### config.mk
export PLATFORM = sky130hd
export DESIGN_NAME = ide_pio_strobe_seq_flat
export DESIGN_NICKNAME = d
export VERILOG_FILES = /design/src/rtl/ide_pio_strobe_seq_if.sv /design/src/rtl/ide_pio_strobe_seq.sv /design/src/flat_wrapper.sv
export SDC_FILE = /design/constraint.sdc
export NUM_CORES = 1
export LEC_CHECK = 0
export ABC_CLOCK_PERIOD_IN_PS = 1950
export CAP_MARGIN = 20
export CORE_ASPECT_RATIO = 1.1
export CORE_MARGIN = 5
export CORE_UTILIZATION = 45
export CTS_CLUSTER_SIZE = 16
export DETAILED_ROUTE_END_ITERATION = 7
export GPL_ROUTABILITY_DRIVEN = 0
export PLACE_DENSITY_LB_ADDON = 0.1
export RECOVER_POWER = 100
export SYNTH_ARGS = -nofsm -noshare
export SYNTH_HDL_FRONTEND = slang
export SYNTH_SLANG_ARGS = --single-unit
export TNS_END_PERCENT = 50
### constraint.sdc
create_clock -name cpuclk7 -period 1.95 [get_ports cpuclk7]
set_input_delay 0.195 -clock cpuclk7 [delete_from_list [all_inputs] [get_ports cpuclk7]]
set_output_delay 0.195 -clock cpuclk7 [all_outputs]
set_load 0.005 [all_outputs]
### src/rtl/ide_pio_strobe_seq_if.sv
// -----------------------------------------------------------------------------
// ide_pio_strobe_seq_if
//
// Bundles the signals between the Amiga bus decode / IDE drive port and the
// PIO strobe sequencer.
//
//   nas          68000 address strobe, active low      (decode  -> sequencer)
//   r_w          1 = read, 0 = write                   (decode  -> sequencer)
//   ide_sel      decoded IDE task-file access          (decode  -> sequencer)
//   iordy        drive IORDY, asynchronous, 1 = ready  (drive   -> sequencer)
//   nior/niow    IDE read/write strobes, active low    (sequencer -> drive)
//   dtack        request to the open-drain DTACK driver
//   dd_oe        drive CPU write data onto DD
//   d_oe         drive latched read data onto D
//   rd_latch_en  one-cycle capture pulse for the read latch
//   busy         sequencer is not idle
//   timeout_evt  one-cycle pulse when an IORDY wait is force-completed
//
// Modports:
//   master  the bus/drive side that feeds the sequencer
//   slave   the sequencer itself
// -----------------------------------------------------------------------------
interface ide_pio_strobe_seq_if;
  logic nas;
  logic r_w;
  logic ide_sel;
  logic iordy;
  logic nior;
  logic niow;
  logic dtack;
  logic dd_oe;
  logic d_oe;
  logic rd_latch_en;
  logic busy;
  logic timeout_evt;

  modport master (
    output nas,
    output r_w,
    output ide_sel,
    output iordy,
    input  nior,
    input  niow,
    input  dtack,
    input  dd_oe,
    input  d_oe,
    input  rd_latch_en,
    input  busy,
    input  timeout_evt
  );

  modport slave (
    input  nas,
    input  r_w,
    input  ide_sel,
    input  iordy,
    output nior,
    output niow,
    output dtack,
    output dd_oe,
    output d_oe,
    output rd_latch_en,
    output busy,
    output timeout_evt
  );
endinterface

### src/rtl/ide_pio_strobe_seq.sv
// -----------------------------------------------------------------------------
// ide_pio_strobe_seq
//
// Turns a decoded IDE register access into IDE PIO timing, all counted in
// cpuclk7 cycles:
//   SETUP    address/CS setup before the strobe           (T_SETUP cycles)
//   ACTIVE   DIOR/DIOW low for the minimum strobe width   (T_ACTIVE cycles)
//   WAIT     strobe held low while IORDY is low            (<= IORDY_TIMEOUT)
//   HOLD     strobe released, DTACK given until AS rises
//   RECOVER  strobe-high recovery before the next access   (T_RECOVER cycles)
// It also produces DTACK and the data-buffer enables.
//
// Ports:
//   cpuclk7  the only clock; everything on its rising edge
//   nreset   synchronous active-low reset
//   bus      ide_pio_strobe_seq_if.slave (see the interface for members)
//
// nior/niow are registered and are derived from the state being entered, so
// they change in the same edge as the state register. The remaining outputs
// are decoded from registered state only (no input-to-output paths).
// -----------------------------------------------------------------------------
module ide_pio_strobe_seq #(
  parameter int T_SETUP       = 1,
  parameter int T_ACTIVE      = 3,
  parameter int T_RECOVER     = 2,
  parameter int IORDY_TIMEOUT = 32,
  parameter int CNT_W         = 6
) (
  input  logic                cpuclk7,
  input  logic                nreset,
  ide_pio_strobe_seq_if.slave bus
);

  localparam int SYNC_STAGES = 2;

  localparam logic [CNT_W-1:0] LD_SETUP   = CNT_W'(T_SETUP);
  localparam logic [CNT_W-1:0] LD_ACTIVE  = CNT_W'(T_ACTIVE);
  localparam logic [CNT_W-1:0] LD_RECOVER = CNT_W'(T_RECOVER);
  localparam logic [CNT_W-1:0] LD_TIMEOUT = CNT_W'(IORDY_TIMEOUT);
  localparam logic [CNT_W-1:0] CNT_ONE    = CNT_W'(1);

  typedef enum logic [2:0] {
    ST_IDLE,
    ST_SETUP,
    ST_ACTIVE,
    ST_WAIT,
    ST_HOLD,
    ST_RECOVER
  } state_t;

  // ---------------------------------------------------------------------------
  // Input conditioning
  // ---------------------------------------------------------------------------
  logic nas_q;
  logic ide_sel_q;
  logic r_w_q;

  // ide_sel and r_w are registered alongside nas so the three are coherent
  // when the IDLE state looks at them.
  always_ff @(posedge cpuclk7) begin
    if (!nreset) begin
      nas_q     <= 1'b1;
      ide_sel_q <= 1'b0;
      r_w_q     <= 1'b1;
    end else begin
      nas_q     <= bus.nas;
      ide_sel_q <= bus.ide_sel;
      r_w_q     <= bus.r_w;
    end
  end

  // IORDY comes straight from the drive cable: two-flop synchroniser.
  logic [SYNC_STAGES-1:0] iordy_sync_reg;
  logic [SYNC_STAGES-1:0] iordy_sync_next;
  logic                   iordy_s;

  assign iordy_sync_next[0] = bus.iordy;

  generate
    for (genvar gi = 1; gi < SYNC_STAGES; gi++) begin : g_iordy_shift
      assign iordy_sync_next[gi] = iordy_sync_reg[gi-1];
    end
  endgenerate

  always_ff @(posedge cpuclk7) begin
    if (!nreset) begin
      iordy_sync_reg <= '1;
    end else begin
      iordy_sync_reg <= iordy_sync_next;
    end
  end

  assign iordy_s = iordy_sync_reg[SYNC_STAGES-1];

  // ---------------------------------------------------------------------------
  // Sequencer state
  // ---------------------------------------------------------------------------
  state_t           state_reg;
  state_t           state_next;
  logic [CNT_W-1:0] cnt_reg;
  logic [CNT_W-1:0] cnt_next;
  logic             dir_reg;
  logic             dir_next;
  logic             nior_reg;
  logic             nior_next;
  logic             niow_reg;
  logic             niow_next;

  logic             cnt_last;
  logic             strobe_next;

  logic             dtack_c;
  logic             dd_oe_c;
  logic             d_oe_c;
  logic             rd_latch_c;
  logic             timeout_c;
  logic             busy_c;

  // A phase loaded with N is in its last cycle when the counter reads 1.
  assign cnt_last = (cnt_reg == CNT_ONE);

  always_ff @(posedge cpuclk7) begin
    if (!nreset) begin
      state_reg <= ST_IDLE;
      cnt_reg   <= '0;
      dir_reg   <= 1'b0;
      nior_reg  <= 1'b1;
      niow_reg  <= 1'b1;
    end else begin
      state_reg <= state_next;
      cnt_reg   <= cnt_next;
      dir_reg   <= dir_next;
      nior_reg  <= nior_next;
      niow_reg  <= niow_next;
    end
  end

  // Next state, counter and the cycle-level outputs.
  // In SETUP/ACTIVE/WAIT an address-strobe release (abort) is checked first
  // so it always wins over a completion in the same cycle.
  always_comb begin
    state_next = state_reg;
    cnt_next   = cnt_reg;
    dir_next   = dir_reg;
    dtack_c    = 1'b0;
    dd_oe_c    = 1'b0;
    d_oe_c     = 1'b0;
    rd_latch_c = 1'b0;
    timeout_c  = 1'b0;
    busy_c     = (state_reg != ST_IDLE);

    case (state_reg)
      ST_IDLE: begin
        if (!nas_q && ide_sel_q) begin
          dir_next   = r_w_q;
          cnt_next   = LD_SETUP;
          state_next = ST_SETUP;
        end
      end

      ST_SETUP: begin
        dd_oe_c = !dir_reg;
        if (nas_q) begin
          cnt_next   = LD_RECOVER;
          state_next = ST_RECOVER;
        end else if (cnt_last) begin
          cnt_next   = LD_ACTIVE;
          state_next = ST_ACTIVE;
        end else begin
          cnt_next = cnt_reg - CNT_ONE;
        end
      end

      ST_ACTIVE: begin
        dd_oe_c = !dir_reg;
        if (nas_q) begin
          cnt_next   = LD_RECOVER;
          state_next = ST_RECOVER;
        end else if (cnt_last) begin
          if (iordy_s) begin
            rd_latch_c = dir_reg;
            state_next = ST_HOLD;
          end else begin
            cnt_next   = LD_TIMEOUT;
            state_next = ST_WAIT;
          end
        end else begin
          cnt_next = cnt_reg - CNT_ONE;
        end
      end

      ST_WAIT: begin
        dd_oe_c = !dir_reg;
        if (nas_q) begin
          cnt_next   = LD_RECOVER;
          state_next = ST_RECOVER;
        end else if (iordy_s) begin
          // Ready on the final timeout cycle still counts as a normal finish.
          rd_latch_c = dir_reg;
          state_next = ST_HOLD;
        end else if (cnt_last) begin
          rd_latch_c = dir_reg;
          timeout_c  = 1'b1;
          state_next = ST_HOLD;
        end else begin
          cnt_next = cnt_reg - CNT_ONE;
        end
      end

      ST_HOLD: begin
        // dd_oe stays on here so write data is held past the strobe edge.
        dd_oe_c = !dir_reg;
        dtack_c = !nas_q;
        d_oe_c  = dir_reg & !nas_q;
        if (nas_q) begin
          cnt_next   = LD_RECOVER;
          state_next = ST_RECOVER;
        end
      end

      ST_RECOVER: begin
        if (cnt_last) begin
          state_next = ST_IDLE;
        end else begin
          cnt_next = cnt_reg - CNT_ONE;
        end
      end

      default: begin
        state_next = ST_IDLE;
        cnt_next   = '0;
      end
    endcase
  end

  // Strobes follow the state being entered, so they are low exactly while
  // the state register holds ACTIVE or WAIT, and only one of them at a time.
  always_comb begin
    strobe_next = (state_next == ST_ACTIVE) || (state_next == ST_WAIT);
    nior_next   = !(strobe_next && dir_next);
    niow_next   = !(strobe_next && !dir_next);
  end

  // ---------------------------------------------------------------------------
  // Outputs
  // ---------------------------------------------------------------------------
  assign bus.nior        = nior_reg;
  assign bus.niow        = niow_reg;
  assign bus.dtack       = dtack_c;
  assign bus.dd_oe       = dd_oe_c;
  assign bus.d_oe        = d_oe_c;
  assign bus.rd_latch_en = rd_latch_c;
  assign bus.busy        = busy_c;
  assign bus.timeout_evt = timeout_c;

endmodule

### src/flat_wrapper.sv
// flat-port wrapper written by rule: the top's interface ports become plain ports
module ide_pio_strobe_seq_flat 
#(
  parameter int T_SETUP       = 1,
  parameter int T_ACTIVE      = 3,
  parameter int T_RECOVER     = 2,
  parameter int IORDY_TIMEOUT = 32,
  parameter int CNT_W         = 6
)
  (cpuclk7, nreset, bus_nas, bus_r_w, bus_ide_sel, bus_iordy, bus_nior, bus_niow, bus_dtack, bus_dd_oe, bus_d_oe, bus_rd_latch_en, bus_busy, bus_timeout_evt);
  ide_pio_strobe_seq_if bus_i ();
  input  logic cpuclk7;
  input  logic nreset;
  input wire logic [$bits(bus_i.nas)-1:0] bus_nas;
  input wire logic [$bits(bus_i.r_w)-1:0] bus_r_w;
  input wire logic [$bits(bus_i.ide_sel)-1:0] bus_ide_sel;
  input wire logic [$bits(bus_i.iordy)-1:0] bus_iordy;
  output wire logic [$bits(bus_i.nior)-1:0] bus_nior;
  output wire logic [$bits(bus_i.niow)-1:0] bus_niow;
  output wire logic [$bits(bus_i.dtack)-1:0] bus_dtack;
  output wire logic [$bits(bus_i.dd_oe)-1:0] bus_dd_oe;
  output wire logic [$bits(bus_i.d_oe)-1:0] bus_d_oe;
  output wire logic [$bits(bus_i.rd_latch_en)-1:0] bus_rd_latch_en;
  output wire logic [$bits(bus_i.busy)-1:0] bus_busy;
  output wire logic [$bits(bus_i.timeout_evt)-1:0] bus_timeout_evt;
  assign bus_i.nas = bus_nas;
  assign bus_i.r_w = bus_r_w;
  assign bus_i.ide_sel = bus_ide_sel;
  assign bus_i.iordy = bus_iordy;
  assign bus_nior = bus_i.nior;
  assign bus_niow = bus_i.niow;
  assign bus_dtack = bus_i.dtack;
  assign bus_dd_oe = bus_i.dd_oe;
  assign bus_d_oe = bus_i.d_oe;
  assign bus_rd_latch_en = bus_i.rd_latch_en;
  assign bus_busy = bus_i.busy;
  assign bus_timeout_evt = bus_i.timeout_evt;
  ide_pio_strobe_seq #(.T_SETUP(T_SETUP), .T_ACTIVE(T_ACTIVE), .T_RECOVER(T_RECOVER), .IORDY_TIMEOUT(IORDY_TIMEOUT), .CNT_W(CNT_W)) u_core (.cpuclk7(cpuclk7), .nreset(nreset), .bus(bus_i));
endmodule
=== After elaboration in Yosys (flattened, before gate mapping) ===
Index checks and enable logic that the tools add are counted.

* Muxes and demuxes: 39
* Multipliers: 0
* Order comparisons: 0
* Eq/ne operators: 12
* Reduce and logical (&&, ||, !) cells: 13
* Shift-type cells: 0
* Add/sub/neg operators: 1
* Div/mod/pow operators: 0
* Bitwise operators: 1

{| class="wikitable"
|+ Operator list
! kind !! number
|-
| 6-bit 2-to-1 mux || 10
|-
| 6-bit case mux with 6 select lines || 1
|-
| 3-bit 2-to-1 mux || 11
|-
| 3-bit case mux with 6 select lines || 1
|-
| 1-bit 2-to-1 mux || 15
|-
| 3-bit by 2-bit == test with 1-bit output, second input constant || 4
|-
| 3-bit == test, second input constant || 2
|-
| 6-bit by 1-bit == test with 1-bit output, second input constant || 1
|-
| 6-bit by 1-bit subtractor with 6-bit output, second input constant || 1
|-
| 1-bit logical NOT || 5
|-
| 2-bit by 1-bit != test with 1-bit output, second input constant || 2
|-
| 4-bit by 3-bit != test with 1-bit output, second input constant || 1
|-
| 4-bit AND reduction || 1
|-
| 4-bit OR reduction || 1
|-
| 3-bit by 1-bit == test with 1-bit output, second input constant || 1
|-
| 1-bit logical AND || 3
|-
| 3-bit logical NOT || 1
|-
| 3-bit by 2-bit != test with 1-bit output, second input constant || 1
|-
| 3-bit nonzero test || 1
|-
| 1-bit case mux with 2 select lines || 1
|-
| 1-bit AND || 1
|-
| 1-bit logical OR || 1
|}

* Memories: 0
* Memory bits (writable): 0
* Register bits after elaboration: 17
* Output and inout bits: 8
* Memory bits (read-only): 0
* Latch bits: 0

=== Depth between registers and ports, before layout ===
Gate-level depths: netlist of the first run.

* Depth in word-level cells: 9
* Gate-level depth with buffers: 10
* Gate-level depth less buffers: 9

=== Worst setup path before layout of the first run ===
No wires, ideal clock.

* Kind: register to register
* Start: register u_core.cnt_reg[2]
* End: register u_core.cnt_reg[0]
* Path buffers: 0
* Path slack: -0.005 ns
* Data arrival time: 1.886 ns
* Stages on the path, launching flop included: 9
* Cell sequence: dfxtp_1 nor4_4 nand2_1 ha_1 nand2b_1 a2bb2oi_1 o22ai_1 o21ai_0 a21oi_1

* Cells in the longest elaborated chain, start to end: 5
* Elaborated cells between the ends (all ways): 11

{| class="wikitable"
|+ Ends and longest elaborated chain
! element !! RTL line !! RTL
|-
| from (decl) || ide_pio_strobe_seq.sv:100 || <nowiki>logic [CNT_W-1:0] cnt_reg;</nowiki>
|-
| from (signal assigned) || ide_pio_strobe_seq.sv:131 || <nowiki>cnt_reg <= cnt_next;</nowiki>
|-
| 6-bit by 1-bit == test with 1-bit output * || ide_pio_strobe_seq.sv:120 || <nowiki>assign cnt_last = (cnt_reg == CNT_ONE);</nowiki>
|-
| 6-bit 2-to-1 mux (3 in a row) || n/a ||
|-
| 6-bit case mux with 6 select lines || ide_pio_strobe_seq.sv:152 || <nowiki>case (state_reg)</nowiki>
|}

Every way passes the cells marked *; elsewhere a longest branch is shown, timed or not. The select of a mux whose other input is x is not followed.
A chain may end at the register's enable or synchronous reset.

=== Worst setup path after layout of the first run ===
Same ends and word-level chain as after synthesis.

==> out/metrics.cfg, run 1 <==
[cells_and_area]
drive_above_1_share_pct=21.0
fillers=214
final_common_cell=buf_4
largest_reg_flops=6
fin_util_pct=59.9
syn2layout_area_growth_pct=28.5
final_cell_mix=buf_4, nand2_1, dfxtp_1
final_nets=168
antennaDiodeCount=0

[worst_setup_path]
r2r_cells=9
end_kind=flip-flop
max_stage_delay_ns=0.35
cp_cell_sequence=nor4_4 > nand2_2 > buf_4 > ha_1 > nand2b_1 > a2bb2oi_1 > o22ai_1 > o21ai_1 > a21oi_1
crit_fanout=3
crit_path_end=u_core.cnt_reg[0]$_SDFFE_PN0P_
critPathRequiredTime_ns=2.18
critPathTopFamily=simple AND/OR/NAND/NOR gates
path_class=flip-flop to flip-flop
r2r_end=u_core.cnt_reg[0]$_SDFFE_PN0P_
crit_path_top_delay_cell=dfxtp_2
arrival_ns=2.14
cp.depth=9
start_kind=flip-flop
critPathBufInv=1
timing.rr.start=u_core.cnt_reg[2]$_SDFFE_PN0P_
startpoint=u_core.cnt_reg[2]$_SDFFE_PN0P_
regToRegSetupSlack_ns=0.04

[grt]
grt_pass1_wl_um=4130
antenna_found_initial=0
overflow=0
grt_use_total_pct=15.5
grt_max_degree=18
grt_pass1_vias=959

[sta]
period_needed_ns=1.91
finClkSkew_ns=0.00189
setup_violations=0
finalCritPeriodShare_pct=97.8
max_slew_margin_pct=50.8
max_freq_mhz=525
worstMarginPinSlew_ns=0.738
slew_viol_final=0
hold_violations=0
rsz0062_at_grt=true

[yosys]
synthCells=131
yosysTopAreaCell=dfxtp_1
synth_flop_cell=dfxtp_1
post-synth-top-area-fraction_pct=32.7
synthTopCellsByArea=dfxtp_1, nand2_1, ha_1
syn_nets=141
ys_seq_elements=17
async_reset_ff_share_pct=0
synth_cell_type_count=42
synth-edff-count=0
synth_area_um2=1040
yosysSeqAreaShare_pct=32.7
ys_warn_count=0
synth.avg_cell_area_um2=7.94

[power]
max-vdd-ir-drop_v=0.000594
combPwrFrac_pct=58.4
power_frac_seq_pct=30.0
leakagePower_nw=0.564
powerDensity_nw_per_um2=1260
p_int_mw=0.997
pwr-share-clk_pct=11.6
total_power_mw=1.68
p_sw_mw=0.685
sw_frac_of_total_pct=40.7

[die]
start_util_pct=46.6
dieArea_um2=3370
die_h_um=60.4
core_area_um2=2230
row_count=18
dieWidth_um=55.8
io_pins=14

[detailed_routing]
vias=999
vias_per_cell=5.34
wl_um=2390
drt-initial-drc-count=32
route.detailed.drc=0
first_pass_iters=4
ant_nets=0
wire_per_inst_um=12.8

[cts]
cts_hold_buf=0
clk_latency_ns=0.29
clock-sinks=17
path_clk_slew_ns=0.10
h-tree-depth=1
cts_buffers=3
ctsRootBufferMaster=clkbuf_4
cts_buffer_depth=2
tritoncts=yes

[flow_run]
maxCapViolCount=0

[placement]
dp_hpwl_um=1720
io_buffers=13

[run_status]
status=finished, final reports clean

[min_path]
hp-start=u_core.iordy_sync_reg[0]$_SDFF_PN1_
holdCritPathClass=flip-flop to flip-flop

-- per-stage QoR --
| stage | setup TNS, ns | std cells | setup slack, ns | hold WS [ns] | area (um^2) |
|---|---|---|---|---|---|
| after floorplan | 0 | 131 | 0.0261 | 0.296 | 1040 |
| after global placement | 0 | 181 | 0.0731 | 0.390 | 1280 |
| after detailed placement | 0 | 181 | 0.00283 | 0.399 | 1280 |
| after CTS | -0.212 | 185 | -0.212 | 0.426 | 1320 |
| after global routing | -0.152 | 187 | -0.0950 | 0.436 | 1340 |
| final | 0 | 187 | 0.0436 | 0.420 | 1340 |
-- cell families after synthesis --
kind of cell,count (synthesis),share of synthesized area [%]
simple gates,58,31.6
flops,17,32.7
buf+inv,15,6.26
compound gates,35,22.5
mux,2,2.05
fa+ha+maj,4,4.81
-- timing repair --
| action | in CTS | in global routing |
|---|---|---|
| setup endpoints to repair | 6 | 7 |
| resized for setup | 6 | 5 |
| buffers inserted | 0 | 2 |
| pin swaps | 0 | 5 |
-- per-layer routing --
layer | up-vias | share of wire [%] | track usage (%)
li1 | 518 | - | -
met5 | - | 0 | 0
met1 | 452 | 48 | 18.6
met3 | 2 | 5.0 | 2.77
met4 | 0 | 0.80 | 7.46
met2 | 27 | 46 | 27.4
-- cell usage after synthesis (4+ instances only) --
cell type / number
and3_1: 4
a31oi_1: 4
inv_1: 6
nand2b_1: 8
a21oi_1: 7
nor2b_1: 4
nand2_1: 14
dfxtp_1: 17
nor2_1: 9
clkbuf_1: 6
ha_1: 4
o21ai_0: 8
-- layout make-up --
class,instances,area (um^2),share of cell area (%)
flip-flops and latches,17,347,25.9
clock buffers,3,22.5,1.69
well taps,30,37.5,2.81
multi-input cells,99,641,47.9
inverters,6,22.5,1.69
repair buffers,31,259,19.4
clock inverters,1,7.51,0.562
-- power groups by stage --
stage	Combinational (mW)	Sequential (mW)	Clock, mW
global route	1.10	0.518	0.225
finish	0.983	0.505	0.195
global placement	0.904	0.507	0
detailed placement	0.925	0.506	0
CTS	0.946	0.502	0.208
floorplan	0.631	0.462	0
-- worst min-delay path by stage --
stage                                                endpoint  slack, ns  depth (start not counted)
final                     u_core.iordy_sync_reg[1]$_SDFF_PN1_       0.42                          1
after global routing                  u_core.r_w_q$_SDFF_PN1_       0.44                          2
after CTS                 u_core.iordy_sync_reg[1]$_SDFF_PN1_       0.43                          1
after detailed placement  u_core.iordy_sync_reg[1]$_SDFF_PN1_       0.40                          1
after global placement    u_core.iordy_sync_reg[1]$_SDFF_PN1_       0.39                          1
after floorplan           u_core.iordy_sync_reg[0]$_SDFF_PN1_       0.30                          1
(Power assumes the default switching activity.)
==> inputs of run 2 (changes only) <==
- CTS_CLUSTER_SIZE: 16 -> 30
==> results of run 2 <==
Same layout as run 1: the final DEF is identical, and so are final timing and power.
==> inputs of run 3 (changes only) <==
- RECOVER_POWER: 100 -> unset
==> out/metrics.cfg, run 3 (synthesis gave the netlist of run 1 again) <==
[worst_setup_path]
critPathTopFamily=simple AND/OR/NAND/NOR gates
arrival_ns=2.14
critPathRequiredTime_ns=2.18
end_kind=flip-flop
start_kind=flip-flop
cp_cell_sequence=nor4_4 > nand2_2 > buf_4 > ha_1 > nand2b_1 > a2bb2oi_1 > o22ai_1 > o21ai_1 > a21oi_1
max_stage_delay_ns=0.35
crit_fanout=3
path_class=flip-flop to flip-flop
crit_path_top_delay_cell=dfxtp_2
critPathBufInv=1

[placement]
pre_cts_slack_ns=0.00283
io_buffers=13
dp_hpwl_um=1720
place_inst=181

[sta]
rsz0062_at_grt=true
finClkSkew_ns=0.00376
finalCritPeriodShare_pct=97.8
period_needed_ns=1.91
slew_viol_final=0
hold_violations=0
worstMarginPinSlew_ns=0.466
fin_ws_ns=0.0427
max_slew_margin_pct=68.9
max_freq_mhz=524
setup_violations=0

[cells_and_area]
fillers=210
final_nets=168
final_common_cell=buf_4
syn2layout_area_growth_pct=29.2
antennaDiodeCount=0
final_cell_mix=buf_4, nand2_1, dfxtp_1
largest_reg_flops=6
instances_no_fill=187
drive_above_1_share_pct=22.3

[cts]
clk_latency_ns=0.29
h-tree-depth=1
cts_buffers=3
cts_buffer_depth=2
clock-sinks=17
ctsRootBufferMaster=clkbuf_4
tritoncts=yes
path_clk_slew_ns=0.11

[grt]
grt_pass1_vias=959
grt_max_degree=18
antenna_found_initial=0
overflow=0
grt_pass1_wl_um=4130
grt_use_total_pct=15.5

[detailed_routing]
wl_um=2400
vias_per_cell=5.34
ant_nets=0
vias=999
route.detailed.drc=0
wire_per_inst_um=12.8
drt-initial-drc-count=29
first_pass_iters=4

[die]
io_pins=14
start_util_pct=46.6
dieArea_um2=3370
die_h_um=60.4
dieWidth_um=55.8
row_count=18
core_area_um2=2230

[power]
power_frac_seq_pct=29.7
max-vdd-ir-drop_v=0.000595
sw_frac_of_total_pct=40.6
p_sw_mw=0.689
combPwrFrac_pct=58.6
pwr-share-clk_pct=11.6
powerDensity_nw_per_um2=1260
leakagePower_nw=0.578
p_int_mw=1.01

[run_status]
status=finished, final reports clean

[flow_run]
maxCapViolCount=0

[min_path]
holdCritPathClass=flip-flop to flip-flop

-- run 3: cell count changes in the layout (fill, tap and decap cells not counted) --
| cell | change |
|---|---|
| buf_4 | +2 |
| clkdlybuf4s50_1 | +3 |
| clkbuf_1 | -2 |
| dlygate4sd3_1 | -3 |
-- run 3: final timing paths --
| kind | endpoint | slack [ns] | from | cells past startpoint |
|---|---|---|---|---|
| setup reg to reg | u_core.cnt_reg[0]$_SDFFE_PN0P_ | 0.04 | u_core.cnt_reg[2]$_SDFFE_PN0P_ | 9 |
| setup / recovery | u_core.cnt_reg[0]$_SDFFE_PN0P_ | 0.04 | u_core.cnt_reg[2]$_SDFFE_PN0P_ | 9 |
| hold reg to reg | u_core.iordy_sync_reg[1]$_SDFF_PN1_ | 0.42 | u_core.iordy_sync_reg[0]$_SDFF_PN1_ | 1 |
| hold / removal | u_core.iordy_sync_reg[1]$_SDFF_PN1_ | 0.42 | u_core.iordy_sync_reg[0]$_SDFF_PN1_ | 1 |
-- run 3: what timing repair did --
item / CTS / global route
endpoints found under the hold margin: 0 / 0
resized for setup: 6 / 5
hold buffers: 0 / 0
setup endpoints to repair: 6 / 7
setup buffers: 0 / 2
pin swaps: 0 / 5
-- run 3: area by class of cell --
type | count | area, um^2 | area share [%]
Timing Repair Buffer | 31 | 267 | 19.8
Sequential cell | 17 | 347 | 25.8
Clock buffer | 3 | 22.5 | 1.68
Multi-Input combinational cell | 99 | 641 | 47.7
Inverter | 6 | 22.5 | 1.68
Tap cell | 30 | 37.5 | 2.79
Clock inverter | 1 | 7.51 | 0.559
-- run 3: through the flow --
stage	hold slack, ns	TNS (ns)	power, mW	area [um^2]	util (%)
2_1_floorplan	0.296	0	1.09	1040	-
3_3_place_gp	0.390	0	1.41	1280	57.6
3_5_place_dp	0.399	0	1.43	1280	57.6
4_1_cts	0.426	-0.212	1.66	1320	59.2
5_1_grt	0.436	-0.152	1.85	1340	60.3
6_report	0.420	0	1.70	1340	60.3
-- run 3: power by group through the flow --
stage / Sequential [mW] / Combinational (mW) / Clock, mW
finish: 0.505 / 0.995 / 0.197
global route: 0.519 / 1.11 / 0.225
CTS: 0.502 / 0.946 / 0.208
detailed placement: 0.506 / 0.925 / 0
global placement: 0.507 / 0.904 / 0
floorplan: 0.462 / 0.631 / 0
-- run 3: layer usage --
metal	track usage, %	routed length (um)	vias to the layer above
met5	0	0	-
met4	7.46	19	0
met3	2.77	105	2
met2	27.4	1090	20
met1	18.6	1180	460
li1	-	-	517
